### config.mk
export PLATFORM = sky130hd
export DESIGN_NAME = mem_access_ctrl_flat
export DESIGN_NICKNAME = d
export VERILOG_FILES = /design/src/rtl/mem_pkg.sv /design/src/rtl/mem_access_ctrl_if.sv /design/src/rtl/mem_load_align.sv /design/src/rtl/mem_access_ctrl.sv /design/src/flat_wrapper.sv
export SDC_FILE = /design/constraint.sdc
export NUM_CORES = 1
export LEC_CHECK = 0
export CORE_UTILIZATION = 41
export DETAILED_ROUTE_END_ITERATION = 8
export PLACE_DENSITY = 0.79
export SYNTH_ARGS = -nofsm -noshare
export SYNTH_HDL_FRONTEND = slang
export SYNTH_SLANG_ARGS = --single-unit
### constraint.sdc
create_clock -name Clk -period 2.2 [get_ports Clk]
set_input_delay 0.22 -clock Clk [delete_from_list [all_inputs] [get_ports Clk]]
set_output_delay 0.22 -clock Clk [all_outputs]
set_load 0.005 [all_outputs]
### src/rtl/mem_pkg.sv
// Shared encodings for the memory access controller: transfer sizes,
// FSM states, timeout counter width and the alignment rule.
package mem_pkg;

    typedef enum logic [1:0] {
        SIZE_BYTE = 2'b00,
        SIZE_HALF = 2'b01,
        SIZE_ILL  = 2'b10,
        SIZE_WORD = 2'b11
    } size_e;

    typedef enum logic [2:0] {
        ST_IDLE,
        ST_SETUP,
        ST_ACCESS,
        ST_RELEASE,
        ST_FAULT
    } state_e;

    localparam int TMO_W = 8;

    // True when the request cannot be issued: bad alignment or illegal size.
    function automatic logic is_misaligned(input logic [1:0] size, input logic [1:0] lsb);
        case (size)
            SIZE_WORD: return (lsb != 2'b00);
            SIZE_HALF: return lsb[0];
            SIZE_BYTE: return 1'b0;
            default:   return 1'b1;
        endcase
    endfunction

endpackage

### src/rtl/mem_access_ctrl_if.sv
// Request/response bundle between the control unit, the controller and the RAM.
// master: the controller's view; slave: the environment (CPU side and RAM).
interface mem_access_ctrl_if #(parameter int ADDR_W = 9);

    // CPU / datapath side
    logic              start;
    logic              rw;
    logic [ADDR_W-1:0] addr;
    logic [31:0]       wdata;
    logic [1:0]        size;
    logic              signedLoad;
    logic              busy;
    logic              done;
    logic [31:0]       rdata;
    logic              misalignErr;
    logic              timeoutErr;

    // RAM side
    logic              memFuncActive;
    logic              memReadWrite;
    logic [ADDR_W-1:0] memAddress;
    logic [31:0]       memDataIn;
    logic [1:0]        memDataSize;
    logic [31:0]       memDataOut;
    logic              memFuncComplete;

    modport master (
        input  start, rw, addr, wdata, size, signedLoad,
        output busy, done, rdata, misalignErr, timeoutErr,
        output memFuncActive, memReadWrite, memAddress, memDataIn, memDataSize,
        input  memDataOut, memFuncComplete
    );

    modport slave (
        output start, rw, addr, wdata, size, signedLoad,
        input  busy, done, rdata, misalignErr, timeoutErr,
        input  memFuncActive, memReadWrite, memAddress, memDataIn, memDataSize,
        output memDataOut, memFuncComplete
    );

endinterface

### src/rtl/mem_load_align.sv
// Formats raw RAM read data into a load result: low byte/halfword,
// zero- or sign-extended; stale upper RAM bytes are discarded.
module mem_load_align
    import mem_pkg::*;
(
    input  logic [31:0] data,
    input  logic [1:0]  size,
    input  logic        sign_ext,
    output logic [31:0] word
);

    // Select and extend the addressed portion of the read data.
    always_comb begin
        // NOTE: default assignment first so no path leaves word unassigned (no latch).
        word = data;
        case (size)
            SIZE_HALF: word = {{16{sign_ext & data[15]}}, data[15:0]};
            SIZE_BYTE: word = {{24{sign_ext & data[7]}},  data[7:0]};
            default:   word = data;
        endcase
    end

endmodule

### src/rtl/mem_access_ctrl.sv
// CPU-side initiator for the RAM memFuncActive/memFuncComplete handshake.
// One request per transaction: setup cycle, access with timeout, release.
module mem_access_ctrl
    import mem_pkg::*;
#(
    parameter int TIMEOUT_CYCLES = 15,
    parameter int ADDR_W         = 9
) (
    input  logic               Clk,
    input  logic               Reset,
    mem_access_ctrl_if.master  bus
);

    state_e            state, state_nxt;

    logic              req_rw;
    logic [ADDR_W-1:0] req_addr;
    logic [31:0]       req_wdata;
    logic [1:0]        req_size;
    logic              req_signed;

    logic [TMO_W-1:0]  tmo_cnt;
    logic              misalign_q;
    logic              timeout_q;
    logic [31:0]       rdata_q;
    logic [31:0]       load_word;

    logic              accept;
    logic              bad_req;
    logic              complete;
    logic              expire;

    assign accept   = (state == ST_IDLE) && bus.start;
    assign bad_req  = is_misaligned(bus.size, bus.addr[1:0]);
    assign complete = (state == ST_ACCESS) && bus.memFuncComplete;
    // Expiry is the last ACCESS cycle allowed without completion; a
    // completion in that same cycle takes priority.
    assign expire   = (state == ST_ACCESS) && !bus.memFuncComplete &&
                      (tmo_cnt == TMO_W'(TIMEOUT_CYCLES - 1));

    // State register.
    always_ff @(posedge Clk) begin
        // NOTE: sequential state uses non-blocking assignments only.
        if (Reset) state <= ST_IDLE;
        else       state <= state_nxt;
    end

    // Next-state logic.
    always_comb begin
        state_nxt = state;
        case (state)
            ST_IDLE:    if (bus.start) state_nxt = bad_req ? ST_FAULT : ST_SETUP;
            ST_SETUP:   state_nxt = ST_ACCESS;
            ST_ACCESS:  if (complete || expire) state_nxt = ST_RELEASE;
            ST_RELEASE: state_nxt = ST_IDLE;
            ST_FAULT:   state_nxt = ST_IDLE;
            default:    state_nxt = ST_IDLE;
        endcase
    end

    // State-decoded outputs; enable is high only in ACCESS so a reset edge drops it.
    always_comb begin
        bus.busy          = (state != ST_IDLE);
        bus.done          = (state == ST_RELEASE) || (state == ST_FAULT);
        bus.memFuncActive = (state == ST_ACCESS);
    end

    // RAM inputs come only from the captured request, stable through ACCESS.
    assign bus.memReadWrite = req_rw;
    assign bus.memAddress   = req_addr;
    assign bus.memDataIn    = req_wdata;
    assign bus.memDataSize  = req_size;
    assign bus.rdata        = rdata_q;
    assign bus.misalignErr  = misalign_q;
    assign bus.timeoutErr   = timeout_q;

    // Capture the request on an accepted start.
    always_ff @(posedge Clk) begin
        if (Reset) begin
            req_rw     <= 1'b0;
            req_addr   <= '0;
            req_wdata  <= '0;
            req_size   <= '0;
            req_signed <= 1'b0;
        end else if (accept) begin
            req_rw     <= bus.rw;
            req_addr   <= bus.addr;
            req_wdata  <= bus.wdata;
            req_size   <= bus.size;
            req_signed <= bus.signedLoad;
        end
    end

    // Timeout counter: cleared on SETUP entry, counts incomplete ACCESS cycles.
    always_ff @(posedge Clk) begin
        if (Reset)                                        tmo_cnt <= '0;
        else if (accept && !bad_req)                      tmo_cnt <= '0;
        else if (state == ST_ACCESS && !bus.memFuncComplete) tmo_cnt <= tmo_cnt + 1'b1;
    end

    // Error flags: cleared by each accepted start, held until the next one.
    always_ff @(posedge Clk) begin
        if (Reset) begin
            misalign_q <= 1'b0;
            timeout_q  <= 1'b0;
        end else if (accept) begin
            misalign_q <= bad_req;
            timeout_q  <= 1'b0;
        end else if (expire) begin
            timeout_q  <= 1'b1;
        end
    end

    // Load result register: updated only by a completed read.
    always_ff @(posedge Clk) begin
        if (Reset)                  rdata_q <= '0;
        else if (complete && !req_rw) rdata_q <= load_word;
    end

    mem_load_align u_align (
        .data     (bus.memDataOut),
        .size     (req_size),
        .sign_ext (req_signed),
        .word     (load_word)
    );

endmodule

### src/flat_wrapper.sv
// flat-port wrapper written by rule: the top's interface ports become plain ports
module mem_access_ctrl_flat import mem_pkg::*;
#(
    parameter int TIMEOUT_CYCLES = 15,
    parameter int ADDR_W         = 9
)
  (Clk, Reset, bus_start, bus_rw, bus_addr, bus_wdata, bus_size, bus_signedLoad, bus_busy, bus_done, bus_rdata, bus_misalignErr, bus_timeoutErr, bus_memFuncActive, bus_memReadWrite, bus_memAddress, bus_memDataIn, bus_memDataSize, bus_memDataOut, bus_memFuncComplete);
  mem_access_ctrl_if #(.ADDR_W(ADDR_W)) bus_i ();
  input  logic Clk;
  input  logic Reset;
  input wire logic [$bits(bus_i.start)-1:0] bus_start;
  input wire logic [$bits(bus_i.rw)-1:0] bus_rw;
  input wire logic [$bits(bus_i.addr)-1:0] bus_addr;
  input wire logic [$bits(bus_i.wdata)-1:0] bus_wdata;
  input wire logic [$bits(bus_i.size)-1:0] bus_size;
  input wire logic [$bits(bus_i.signedLoad)-1:0] bus_signedLoad;
  output wire logic [$bits(bus_i.busy)-1:0] bus_busy;
  output wire logic [$bits(bus_i.done)-1:0] bus_done;
  output wire logic [$bits(bus_i.rdata)-1:0] bus_rdata;
  output wire logic [$bits(bus_i.misalignErr)-1:0] bus_misalignErr;
  output wire logic [$bits(bus_i.timeoutErr)-1:0] bus_timeoutErr;
  output wire logic [$bits(bus_i.memFuncActive)-1:0] bus_memFuncActive;
  output wire logic [$bits(bus_i.memReadWrite)-1:0] bus_memReadWrite;
  output wire logic [$bits(bus_i.memAddress)-1:0] bus_memAddress;
  output wire logic [$bits(bus_i.memDataIn)-1:0] bus_memDataIn;
  output wire logic [$bits(bus_i.memDataSize)-1:0] bus_memDataSize;
  input wire logic [$bits(bus_i.memDataOut)-1:0] bus_memDataOut;
  input wire logic [$bits(bus_i.memFuncComplete)-1:0] bus_memFuncComplete;
  assign bus_i.start = bus_start;
  assign bus_i.rw = bus_rw;
  assign bus_i.addr = bus_addr;
  assign bus_i.wdata = bus_wdata;
  assign bus_i.size = bus_size;
  assign bus_i.signedLoad = bus_signedLoad;
  assign bus_busy = bus_i.busy;
  assign bus_done = bus_i.done;
  assign bus_rdata = bus_i.rdata;
  assign bus_misalignErr = bus_i.misalignErr;
  assign bus_timeoutErr = bus_i.timeoutErr;
  assign bus_memFuncActive = bus_i.memFuncActive;
  assign bus_memReadWrite = bus_i.memReadWrite;
  assign bus_memAddress = bus_i.memAddress;
  assign bus_memDataIn = bus_i.memDataIn;
  assign bus_memDataSize = bus_i.memDataSize;
  assign bus_i.memDataOut = bus_memDataOut;
  assign bus_i.memFuncComplete = bus_memFuncComplete;
  mem_access_ctrl #(.TIMEOUT_CYCLES(TIMEOUT_CYCLES), .ADDR_W(ADDR_W)) u_core (.Clk(Clk), .Reset(Reset), .bus(bus_i));
endmodule
# --- Word-level counts from Yosys, hierarchy flattened ---
# Index checks and enable logic that the tools add are counted.
totals:
  reg_bits: 90
  input_bits: 81
  output_inout_bits: 81
  elab_cells: 48
op_classes:
  n_addsub: 1
  eq_ne: 10
  muxes: 6
  bitwise_logic: 2
  reduce_logical: 19
ops:
  columns: ["cell", "n"]
  rows:
  - ["case mux 32 bit (2 select lines)", 1]
  - ["2-to-1 mux 3 bit", 3]
  - ["case mux 3 bit (3 select lines)", 1]
  - ["adder 8 x 1 -> 8 bit, second input constant", 1]
  - ["== test 8 x 4 -> 1 bit, second input constant", 1]
  - ["== test 3 x 2 -> 1 bit, second input constant", 2]
  - ["logical AND 1 bit", 6]
  - ["== test 2 x 1 -> 1 bit, second input constant", 2]
  - ["logical NOT 2 bit", 2]
  - ["OR reduction 2 bit", 2]
  - ["== test 3 x 1 -> 1 bit, second input constant", 1]
  - ["== test 3 bit, second input constant", 1]
  - ["logical NOT 1 bit", 3]
  - ["logical NOT 3 bit", 1]
  - ["case mux 1 bit (3 select lines)", 1]
  - ["nonzero test 3 bit", 1]
  - ["bitwise AND 1 bit", 2]
  - ["== test 2 bit, second input constant", 1]
  - ["logical OR 1 bit", 2]
  - ["inequality test 2 x 1 -> 1 bit, second input constant", 1]
  - ["inequality test 2 bit, second input constant", 1]
  - ["AND reduction 2 bit", 1]
  - ["nonzero test 2 bit", 1]

# --- Depth between registers and ports, before layout ---
# Gate-level depths: netlist (run 1).
depth:
  depth_word: 6
  ltp_mapped: 7

# --- Cells and area by module ---
# Synthesis (run 1) repeated with hierarchy kept, for this count alone.
unflattened:
  hier_cells: 485
  hier_area_um2: 3821.2
modules_own_cells:
  columns: ["module", "instances", "cells_each", "area_each_um2", "seq_area_each_um2"]
  rows:
  - ["mem_access_ctrl", 1, 419, 3433.3, 1801.7]
  - ["mem_load_align", 1, 66, 387.9, 0.0]

# --- Worst setup path after synthesis (run 1) ---
# Ideal clock, no wire load.
synth_path:
  path_type: "flip-flop to flip-flop"
  from: "register u_core.state[0]"
  to: "register u_core.tmo_cnt[6]"
  setup_time_ns: 0.080
  t_arrival_ns: 1.674
  required_ns: 2.120
  slack_ns: 0.446
  path_stages_with_launch: 5
  path_buffers: 1
  cell_sequence: "dfxtp_1 -> buf_6 -> or4b_4 -> or4_4 -> a211oi_2"
synth_via:
  elab_chain_cells: 4
  word_cells_on_any_way: 6
  cone_classes: "eq/ne (1); reduce/logical (5)"
synth_lines:
  columns: ["element", "line_no", "rtl"]
  rows:
  - ["start, declared", "mem_access_ctrl.sv:14", "state_e state, state_nxt;"]
  - ["start signal, assigned", "mem_access_ctrl.sv:45", "else state <= state_nxt;"]
  - ["logical NOT 3 bit", "mem_access_ctrl.sv:33", "assign accept = (state == ST_IDLE) && bus.start;"]
  - ["logical AND 1 bit", "mem_access_ctrl.sv:33", null]
  - ["logical AND 1 bit", "mem_access_ctrl.sv:97", "else if (accept && !bad_req) tmo_cnt <= '0;"]
  - ["OR reduction 2 bit (no source line)", null, null]
  - ["end signal, assigned", "mem_access_ctrl.sv:98", "else if (state == ST_ACCESS && !bus.memFuncComplete) tmo_cnt <= tmo_cnt + 1'b1;"]
  - ["end, declared", "mem_access_ctrl.sv:22", "logic [TMO_W-1:0] tmo_cnt;"]
# Parallel ways exist; a longest one is shown, timed or not.
# A chain may end at the register's enable or synchronous reset.

# --- Final worst setup path (run 1) ---
layout_path:
  from: "register u_core.state[0]"
  to: "output port bus_memFuncActive"
layout_via:
  elab_chain_cells: 1
layout_lines:
  columns: ["element", "line_no", "rtl"]
  rows:
  - ["== test 3 x 2 -> 1 bit", "mem_access_ctrl.sv:65", "bus.memFuncActive = (state == ST_ACCESS);"]
  - ["end, declared", "flat_wrapper.sv:22", "output wire logic [$bits(bus_i.memFuncActive)-1:0] bus_memFuncActive;"]
# No other way between the ends.

==> results of run 1 <==
worst min-delay path, stage by stage:
cell and delay (ns):
sky130_fd_sc_hd__clkdlybuf4s50_1 0.39, sky130_fd_sc_hd__nand2_1 0.05, sky130_fd_sc_hd__a21oi_1 0.05
cells by family after synthesis:
kind of cell | synth area share
xor gates and xnor gates | 0.00493
muxes | 0.00317
buffers and inverters | 0.0528
AOI/OAI and AO/OA | 0.230
and+or+nand+nor | 0.195
adders and majority gates | 0.00704
DFF | 0.507
power breakdown:
part           internal [mW]  switching, mW  total, mW
sequential              1.73         0.0634       1.80
clock                  0.559          0.593       1.15
combinational          0.429          0.347      0.776
total                   2.72           1.00       3.72
final cells by class:
cell class | instances | area (µm²) | area share
sequential | 90 | 1800 | 0.329
timing repair buffer | 173 | 1730 | 0.317
multi-input combinational | 292 | 1580 | 0.288
clock buffer | 10 | 138 | 0.0251
tap | 105 | 131 | 0.0240
clock inverter | 6 | 65.1 | 0.0119
inverter | 7 | 26.3 | 0.00480
cells in the final DEF, fill, tap and decap left out, types with 2 or more instances in the layout:
cell type,netlist,final
sky130_fd_sc_hd__a21oi_1,77,77
sky130_fd_sc_hd__dfxtp_1,90,90
sky130_fd_sc_hd__o31ai_1,3,3
sky130_fd_sc_hd__nand2_1,116,116
sky130_fd_sc_hd__a211oi_1,26,26
sky130_fd_sc_hd__nand2b_1,3,3
sky130_fd_sc_hd__clkbuf_8,0,10
sky130_fd_sc_hd__or4_4,2,2
sky130_fd_sc_hd__inv_1,6,6
sky130_fd_sc_hd__nor2_1,3,3
sky130_fd_sc_hd__or3_1,4,4
sky130_fd_sc_hd__clkdlybuf4s50_1,0,160
sky130_fd_sc_hd__nor3_1,5,5
sky130_fd_sc_hd__xnor2_1,2,2
sky130_fd_sc_hd__a311oi_2,2,2
sky130_fd_sc_hd__o21ai_0,11,11
sky130_fd_sc_hd__buf_4,0,9
sky130_fd_sc_hd__buf_12,0,3
sky130_fd_sc_hd__ha_1,2,2
sky130_fd_sc_hd__nand3_1,12,12
sky130_fd_sc_hd__clkinv_2,0,2
sky130_fd_sc_hd__a211oi_2,5,5
registers in the layout, indices dropped and copies added (netlist names):
register and flops:
u_core.state 3, u_core.bus.memAddress 9, u_core.req_signed 1, u_core.bus.memReadWrite 1
u_core.bus.memDataIn 32, u_core.tmo_cnt 8, u_core.bus.rdata 32, u_core.bus.memDataSize 2
u_core.bus.misalignErr 1, u_core.bus.timeoutErr 1
layer usage:
metal	share of wire	up-vias
met3	0.091	8
met5	0	-
met4	0.0079	0
li1	-	1763
met1	0.42	1590
met2	0.48	105
metrics by stage:
step | area, µm² | instances | setup WS, ns | utilization
4_1_cts | 5470 | 683 | 0.0754 | 0.660
2_1_floorplan | 3560 | 426 | 0.446 | -
5_1_grt | 5470 | 683 | 0.00622 | 0.660
3_3_place_gp | 5270 | 667 | 0.129 | 0.635
6_report | 5470 | 683 | 0.0929 | 0.660
3_5_place_dp | 5270 | 667 | 0.0745 | 0.635
how the worst min path moves through the flow:
stage	slack (ns)	end	cells past startpoint	from
after global routing	0.40	u_core.bus.memDataIn[22]$_SDFFE_PP0P_	3	bus_wdata[22]
final	0.42	u_core.bus.memDataIn[19]$_SDFFE_PP0P_	3	bus_wdata[19]
after detailed placement	0.45	u_core.bus.memAddress[4]$_SDFFE_PP0P_	2	u_core.bus.memAddress[4]$_SDFFE_PP0P_
after floorplan	0.36	u_core.bus.memAddress[0]$_SDFFE_PP0P_	2	bus_addr[0]
after CTS	0.39	u_core.bus.memAddress[4]$_SDFFE_PP0P_	3	bus_addr[4]
after global placement	0.44	u_core.bus.memDataIn[13]$_SDFFE_PP0P_	2	u_core.bus.memDataIn[13]$_SDFFE_PP0P_
==> run_summary.xml, run 1 <==
<?xml version="1.0" encoding="UTF-8"?>
<metrics>
  <group name="run_status">
    <metric name="run_status" unit="">complete, no violations</metric>
  </group>
  <group name="synthesis">
    <metric name="ys.warnings.count" unit="">0</metric>
    <metric name="synth.largest_area_cell" unit="">sky130_fd_sc_hd__dfxtp_1</metric>
    <metric name="yosysMostFrequentCell" unit="">sky130_fd_sc_hd__nand2_1</metric>
    <metric name="synth_ff_type" unit="">sky130_fd_sc_hd__dfxtp_1</metric>
    <metric name="number_of_enable_type_register_cells_in_the_synthesized_netlist" unit="">0</metric>
    <metric name="ys_top_cells_by_count" unit="">sky130_fd_sc_hd__nand2_1 (116), sky130_fd_sc_hd__dfxtp_1 (90), sky130_fd_sc_hd__a21oi_1 (77), sky130_fd_sc_hd__clkbuf_1 (28), sky130_fd_sc_hd__a211oi_1 (26)</metric>
    <metric name="fraction_of_post_synthesis_cell_area_in_the_top_cell_type_by_area" unit="">0.507</metric>
    <metric name="synth_async_sr_flop_share" unit="">0</metric>
    <metric name="ys_seq_elements" unit="">90</metric>
    <metric name="syn_avg_cell_area" unit="µm²">8.35</metric>
    <metric name="mappedNetlistArea" unit="mm²">0.00356</metric>
    <metric name="seq_area_frac_synth" unit="">0.507</metric>
    <metric name="syn-num-nets" unit="">509</metric>
    <metric name="synth_cell_type_count" unit="">40</metric>
    <metric name="syn-instance-count" unit="">426</metric>
    <metric name="ys_top_cells_by_area" unit="">sky130_fd_sc_hd__dfxtp_1 (51%), sky130_fd_sc_hd__nand2_1 (12%), sky130_fd_sc_hd__a21oi_1 (11%)</metric>
  </group>
  <group name="setup_path">
    <metric name="critical_path.slowest_cell" unit="">sky130_fd_sc_hd__or3b_4</metric>
    <metric name="path_delay_family" unit="">buffers and inverters</metric>
    <metric name="timing.rr.start" unit="">u_core.state[0]$_SDFFE_PP0P_</metric>
    <metric name="reg2reg_depth" unit="">3</metric>
    <metric name="crit_path_end_kind" unit="">output pin</metric>
    <metric name="cp_data_required_time" unit="ns">1.98</metric>
    <metric name="highest_fanout_seen_on_the_critical_path" unit="">11</metric>
    <metric name="buffering_stage_count_on_the_worst_path_with_inverters_included" unit="">2</metric>
    <metric name="timing.critical_path.from" unit="">u_core.state[0]$_SDFFE_PP0P_</metric>
    <metric name="critical_path_depth" unit="">3</metric>
    <metric name="critical_path_cell_by_cell" unit="">or3b_4 &gt; inv_2 &gt; clkdlybuf4s50_1</metric>
    <metric name="max_stage_delay" unit="ns">0.51</metric>
    <metric name="path_class" unit="">reg -&gt; out</metric>
    <metric name="reg_to_reg_end" unit="">u_core.tmo_cnt[6]$_SDFFE_PP0P_</metric>
    <metric name="worst_setup_path_start_kind" unit="">register</metric>
    <metric name="regToRegSetupSlack" unit="ns">0.28</metric>
    <metric name="endpoint" unit="">bus_memFuncActive</metric>
    <metric name="critPathArrivalTime" unit="ns">1.89</metric>
  </group>
  <group name="global_route">
    <metric name="gr-usage-met1" unit="">0.258</metric>
    <metric name="grt_use_met3" unit="">0.0893</metric>
    <metric name="grt_first_pass_wirelength" unit="mm">15.8</metric>
    <metric name="grt.busiest_layer" unit="">met2</metric>
    <metric name="gr-total-overflow" unit="">0</metric>
    <metric name="gr-usage-all-layers" unit="">0.222</metric>
    <metric name="grt_start_max_net_pins" unit="">47</metric>
    <metric name="gr-usage-met2" unit="">0.377</metric>
    <metric name="first_global_vias" unit="">3307</metric>
    <metric name="antenna_found_initial" unit="">0</metric>
  </group>
  <group name="timing">
    <metric name="max_clock_skew" unit="ns">0.0111</metric>
    <metric name="worst_tran_pin_value" unit="ns">0.790</metric>
    <metric name="slew_headroom" unit="">0.473</metric>
    <metric name="slew_violations" unit="">0</metric>
    <metric name="fin_tns_setup" unit="ns">0</metric>
    <metric name="finalSetupViolCount" unit="">0</metric>
    <metric name="final_hold_viol_count" unit="">0</metric>
    <metric name="final.min_clock_period" unit="ns">2.11</metric>
    <metric name="finalHoldWorstSlack" unit="ns">0.417</metric>
    <metric name="post-route-period-util" unit="">0.958</metric>
    <metric name="grt_setup_unrepaired" unit="">no</metric>
    <metric name="max_clock_freq" unit="MHz">475</metric>
  </group>
  <group name="die">
    <metric name="die-area" unit="mm²">0.00905</metric>
    <metric name="die-width" unit="µm">95.1</metric>
    <metric name="core" unit="mm²">0.00830</metric>
    <metric name="placementRows" unit="">33</metric>
    <metric name="start_util" unit="">0.428</metric>
    <metric name="design.portCount" unit="">162</metric>
    <metric name="fp.dieH" unit="µm">95.1</metric>
  </group>
  <group name="clock_tree">
    <metric name="post_cts_hold_buffer_count" unit="">0</metric>
    <metric name="clock-sinks" unit="">90</metric>
    <metric name="cts_buffer_depth" unit="">2</metric>
    <metric name="cts_post_setup_buffers_inserted" unit="">0</metric>
    <metric name="cts_h_tree_depth" unit="">3</metric>
    <metric name="cts_resized" unit="">1</metric>
    <metric name="clkTransAtPathRegs" unit="ns">0.09</metric>
    <metric name="clock_insertion_delay_worst_skew" unit="ns">0.34</metric>
    <metric name="tritoncts.num_buffers" unit="">9</metric>
    <metric name="cts_root_buffer" unit="">sky130_fd_sc_hd__clkbuf_8</metric>
    <metric name="tritoncts" unit="">done</metric>
  </group>
  <group name="pwr">
    <metric name="power_leakage" unit="nW">1.88</metric>
    <metric name="ir_worst_vdd" unit="µV">396</metric>
    <metric name="power-per-cell-area" unit="mW/mm²">680</metric>
    <metric name="total_power" unit="mW">3.72</metric>
  </group>
  <group name="place">
    <metric name="io_buffers" unit="">161</metric>
    <metric name="hpwl" unit="mm">6.96</metric>
    <metric name="gp_congestion" unit="">0.730</metric>
  </group>
  <group name="cells_and_area">
    <metric name="areaGrowthSynthToFinish" unit="%">53.9</metric>
    <metric name="layout-drive-gt1-share" unit="">0.0796</metric>
    <metric name="final.fill_count" unit="">715</metric>
    <metric name="number_of_diodes_added_for_antenna_fixing" unit="">0</metric>
    <metric name="finalNetCount" unit="">656</metric>
  </group>
  <group name="route">
    <metric name="wire_length_per_cell_after_detailed_routing" unit="µm">14.5</metric>
    <metric name="detailedRoute.firstPassIterationCount" unit="">4</metric>
    <metric name="routed-via-count" unit="">3466</metric>
    <metric name="vias_per_cell" unit="">5.07</metric>
    <metric name="post-route-drc-count" unit="">0</metric>
    <metric name="wl" unit="mm">9.91</metric>
    <metric name="first_iter_violations" unit="">95</metric>
    <metric name="number_of_antenna_violating_nets_in_the_routed_design" unit="">0</metric>
  </group>
  <group name="job">
    <metric name="cap_viol_max_count" unit="">0</metric>
  </group>
  <group name="hold_path">
    <metric name="holdCritPathClass" unit="">in -&gt; reg</metric>
  </group>
</metrics>
No activity file was read; power rests on OpenSTA's default activity.
==> inputs of run 2 (changes only) <==
--- a/config.mk
+++ b/config.mk
@@ -7,2 +7,3 @@
 export LEC_CHECK = 0
+export CAP_MARGIN = 5
 export CORE_UTILIZATION = 41
==> constraint.sdc (replaced) <==
create_clock -name Clk -period 2.2 [get_ports Clk]
set_input_delay 0.44 -clock Clk [delete_from_list [all_inputs] [get_ports Clk]]
set_output_delay 0.44 -clock Clk [all_outputs]
set_load 0.005 [all_outputs]
==> run 2 against run 1 <==
- combinational power up 1%
- cell count is 0.73% higher
- maximum frequency shrank 2.4%
- routed wire length grew 0.33%
- clock skew rose by 0.0038 ns
- flip-flop and latch count did not move
- largest power group unchanged
- largest cell class unchanged
==> run_summary.xml, run 2 (synthesized netlist as in run 1, its figures left out) <==
<?xml version="1.0" encoding="UTF-8"?>
<metrics>
  <group name="global_route">
    <metric name="grt_start_max_net_pins" unit="">48</metric>
    <metric name="antenna_found_initial" unit="">0</metric>
    <metric name="gr-usage-all-layers" unit="">0.224</metric>
    <metric name="grt_first_pass_wirelength" unit="mm">16.0</metric>
    <metric name="first_global_vias" unit="">3372</metric>
    <metric name="gr-total-overflow" unit="">0</metric>
  </group>
  <group name="clock_tree">
    <metric name="cts_post_setup_buffers_inserted" unit="">0</metric>
    <metric name="cts_h_tree_depth" unit="">3</metric>
    <metric name="cts_root_buffer" unit="">sky130_fd_sc_hd__clkbuf_8</metric>
    <metric name="post_cts_hold_buffer_count" unit="">0</metric>
    <metric name="cts_buffer_depth" unit="">2</metric>
    <metric name="tritoncts" unit="">done</metric>
    <metric name="clock_insertion_delay_worst_skew" unit="ns">0.36</metric>
    <metric name="clock-sinks" unit="">90</metric>
    <metric name="tritoncts.num_buffers" unit="">9</metric>
    <metric name="clkTransAtPathRegs" unit="ns">0.08</metric>
  </group>
  <group name="route">
    <metric name="wl" unit="mm">9.94</metric>
    <metric name="number_of_antenna_violating_nets_in_the_routed_design" unit="">0</metric>
    <metric name="wire_length_per_cell_after_detailed_routing" unit="µm">14.5</metric>
    <metric name="routed-via-count" unit="">3550</metric>
    <metric name="vias_per_cell" unit="">5.16</metric>
    <metric name="post-route-drc-count" unit="">0</metric>
    <metric name="first_iter_violations" unit="">130</metric>
    <metric name="detailedRoute.firstPassIterationCount" unit="">4</metric>
  </group>
  <group name="timing">
    <metric name="final.min_clock_period" unit="ns">2.16</metric>
    <metric name="final_hold_viol_count" unit="">0</metric>
    <metric name="finalSetupViolCount" unit="">0</metric>
    <metric name="post-route-period-util" unit="">0.982</metric>
    <metric name="worst_tran_pin_value" unit="ns">0.732</metric>
    <metric name="slew_violations" unit="">0</metric>
    <metric name="slew_headroom" unit="">0.512</metric>
    <metric name="max_clock_skew" unit="ns">0.0149</metric>
    <metric name="max_clock_freq" unit="MHz">463</metric>
  </group>
  <group name="cells_and_area">
    <metric name="areaGrowthSynthToFinish" unit="%">55.2</metric>
    <metric name="most_frequent_standard_cell_in_the_layout_excluding_fill_and_tap_cells" unit="">sky130_fd_sc_hd__clkdlybuf4s50_1</metric>
    <metric name="number_of_diodes_added_for_antenna_fixing" unit="">0</metric>
    <metric name="final_area" unit="mm²">0.00552</metric>
    <metric name="finalNetCount" unit="">661</metric>
    <metric name="layout-drive-gt1-share" unit="">0.0892</metric>
    <metric name="highest_count_cells_in_the_layout_ignoring_fill_and_taps" unit="">sky130_fd_sc_hd__clkdlybuf4s50_1 (160), sky130_fd_sc_hd__nand2_1 (116), sky130_fd_sc_hd__dfxtp_1 (87)</metric>
  </group>
  <group name="setup_path">
    <metric name="cp_data_required_time" unit="ns">1.76</metric>
    <metric name="reg2reg_depth" unit="">4</metric>
    <metric name="critical_path_cell_by_cell" unit="">or3b_1 &gt; inv_2 &gt; clkdlybuf4s50_1</metric>
    <metric name="highest_fanout_seen_on_the_critical_path" unit="">10</metric>
    <metric name="timing.rr.start" unit="">u_core.state[0]$_SDFFE_PP0P_</metric>
    <metric name="crit_path_end_kind" unit="">output pin</metric>
    <metric name="reg_to_reg_end" unit="">u_core.tmo_cnt[3]$_SDFFE_PP0P_</metric>
    <metric name="buffering_stage_count_on_the_worst_path_with_inverters_included" unit="">2</metric>
    <metric name="path_delay_family" unit="">buffers and inverters</metric>
    <metric name="critPathArrivalTime" unit="ns">1.72</metric>
    <metric name="path_class" unit="">reg -&gt; out</metric>
    <metric name="regToRegSetupSlack" unit="ns">0.42</metric>
    <metric name="critical_path_depth" unit="">3</metric>
    <metric name="max_stage_delay" unit="ns">0.49</metric>
    <metric name="critical_path.slowest_cell" unit="">sky130_fd_sc_hd__clkdlybuf4s50_1</metric>
    <metric name="worst_setup_path_start_kind" unit="">register</metric>
  </group>
  <group name="pwr">
    <metric name="total_power" unit="mW">3.72</metric>
    <metric name="power_leakage" unit="nW">1.90</metric>
    <metric name="ir_worst_vdd" unit="µV">414</metric>
    <metric name="power-per-cell-area" unit="mW/mm²">673</metric>
  </group>
  <group name="die">
    <metric name="core" unit="mm²">0.00830</metric>
    <metric name="die-width" unit="µm">95.1</metric>
    <metric name="design.portCount" unit="">162</metric>
    <metric name="fp.dieH" unit="µm">95.1</metric>
    <metric name="start_util" unit="">0.428</metric>
    <metric name="placementRows" unit="">33</metric>
    <metric name="die-area" unit="mm²">0.00905</metric>
  </group>
  <group name="place">
    <metric name="io_buffers" unit="">161</metric>
    <metric name="gp_congestion" unit="">0.734</metric>
    <metric name="hpwl" unit="mm">6.99</metric>
    <metric name="detailed_place.area" unit="mm²">0.00532</metric>
  </group>
  <group name="hold_path">
    <metric name="hold_path_depth" unit="">2</metric>
    <metric name="holdCritPathClass" unit="">reg -&gt; reg</metric>
    <metric name="timing.hold.worst.start" unit="">u_core.bus.memDataIn[4]$_SDFFE_PP0P_</metric>
    <metric name="hold_end" unit="">u_core.bus.memDataIn[4]$_SDFFE_PP0P_</metric>
  </group>
  <group name="run_status">
    <metric name="run_status" unit="">complete, no violations</metric>
  </group>
  <group name="job">
    <metric name="cap_viol_max_count" unit="">0</metric>
  </group>
</metrics>
==> run 2: cell count changes in the layout (fill, tap and decap cells not counted) <==
cell	previous run	this run
sky130_fd_sc_hd__buf_12	3	4
sky130_fd_sc_hd__buf_4	9	13
sky130_fd_sc_hd__clkbuf_1	0	1
sky130_fd_sc_hd__clkbuf_8	10	9
sky130_fd_sc_hd__dfxtp_1	90	87
sky130_fd_sc_hd__dfxtp_2	0	2
sky130_fd_sc_hd__dfxtp_4	0	1
sky130_fd_sc_hd__or3b_1	0	1
sky130_fd_sc_hd__or3b_4	1	0
==> run 2: cell type report <==
type	instances	area [µm²]
fillers	686	2780
flip-flops and latches	90	1810
repair buffers	178	1780
multi-input cells	292	1580
well taps	105	131
clock buffers	10	128
clock inverters	6	65.1
inverters	7	26.3
==> run 2: worst max path at each step <==
stage,to,slack (ns),startpoint
finish,bus_memFuncActive,0.04,u_core.state[0]$_SDFFE_PP0P_
global route,bus_memFuncActive,-0.0003,u_core.state[0]$_SDFFE_PP0P_
CTS,bus_memFuncActive,0.02,u_core.state[1]$_SDFFE_PP0P_
detailed placement,u_core.tmo_cnt[6]$_SDFFE_PP0P_,-0.03,bus_memFuncComplete
global placement,u_core.tmo_cnt[3]$_SDFFE_PP0P_,-0.006,bus_memFuncComplete
floorplan,u_core.tmo_cnt[6]$_SDFFE_PP0P_,0.45,u_core.state[0]$_SDFFE_PP0P_
==> run 2: metal layers <==
layer	share of wire	wire length [µm]	track usage
met3	0.093	925	0.0781
met1	0.42	4140	0.267
met4	0.018	181	0.0909
met2	0.47	4700	0.367
met5	0	0	0
==> run 2: repair_timing <==
item	4_1_cts	5_1_grt
resized for setup	2	2
pin swaps	0	0
endpoints found under the setup margin	1	1
==> run 2: worst reg2reg max path, cell delays in order (launching register included) <==
cell and delay [ns]:
sky130_fd_sc_hd__dfxtp_2 0.38, sky130_fd_sc_hd__or4b_4 0.59, sky130_fd_sc_hd__buf_4 0.19, sky130_fd_sc_hd__or3_1 0.36, sky130_fd_sc_hd__a211oi_2 0.21
==> run 2: where the power goes <==
| part | switching (mW) | internal, mW | total, mW |
|---|---|---|---|
| logic | 0.344 | 0.441 | 0.784 |
| registers | 0.0677 | 1.74 | 1.80 |
| clock network | 0.600 | 0.528 | 1.13 |
| total | 1.01 | 2.70 | 3.72 |
==> run 2: stage by stage <==
step | hold slack, ns | setup TNS, ns | std cells | worst slack [ns] | util
finish | 0.455 | 0 | 688 | 0.0406 | 0.665
detailed placement | 0.446 | -0.110 | 672 | -0.0306 | 0.641
CTS | 0.459 | 0 | 688 | 0.0166 | 0.664
global placement | 0.441 | -0.00971 | 672 | -0.00551 | 0.641
global route | 0.473 | -0.000261 | 688 | -0.000261 | 0.665
floorplan | 0.450 | 0 | 426 | 0.446 | -
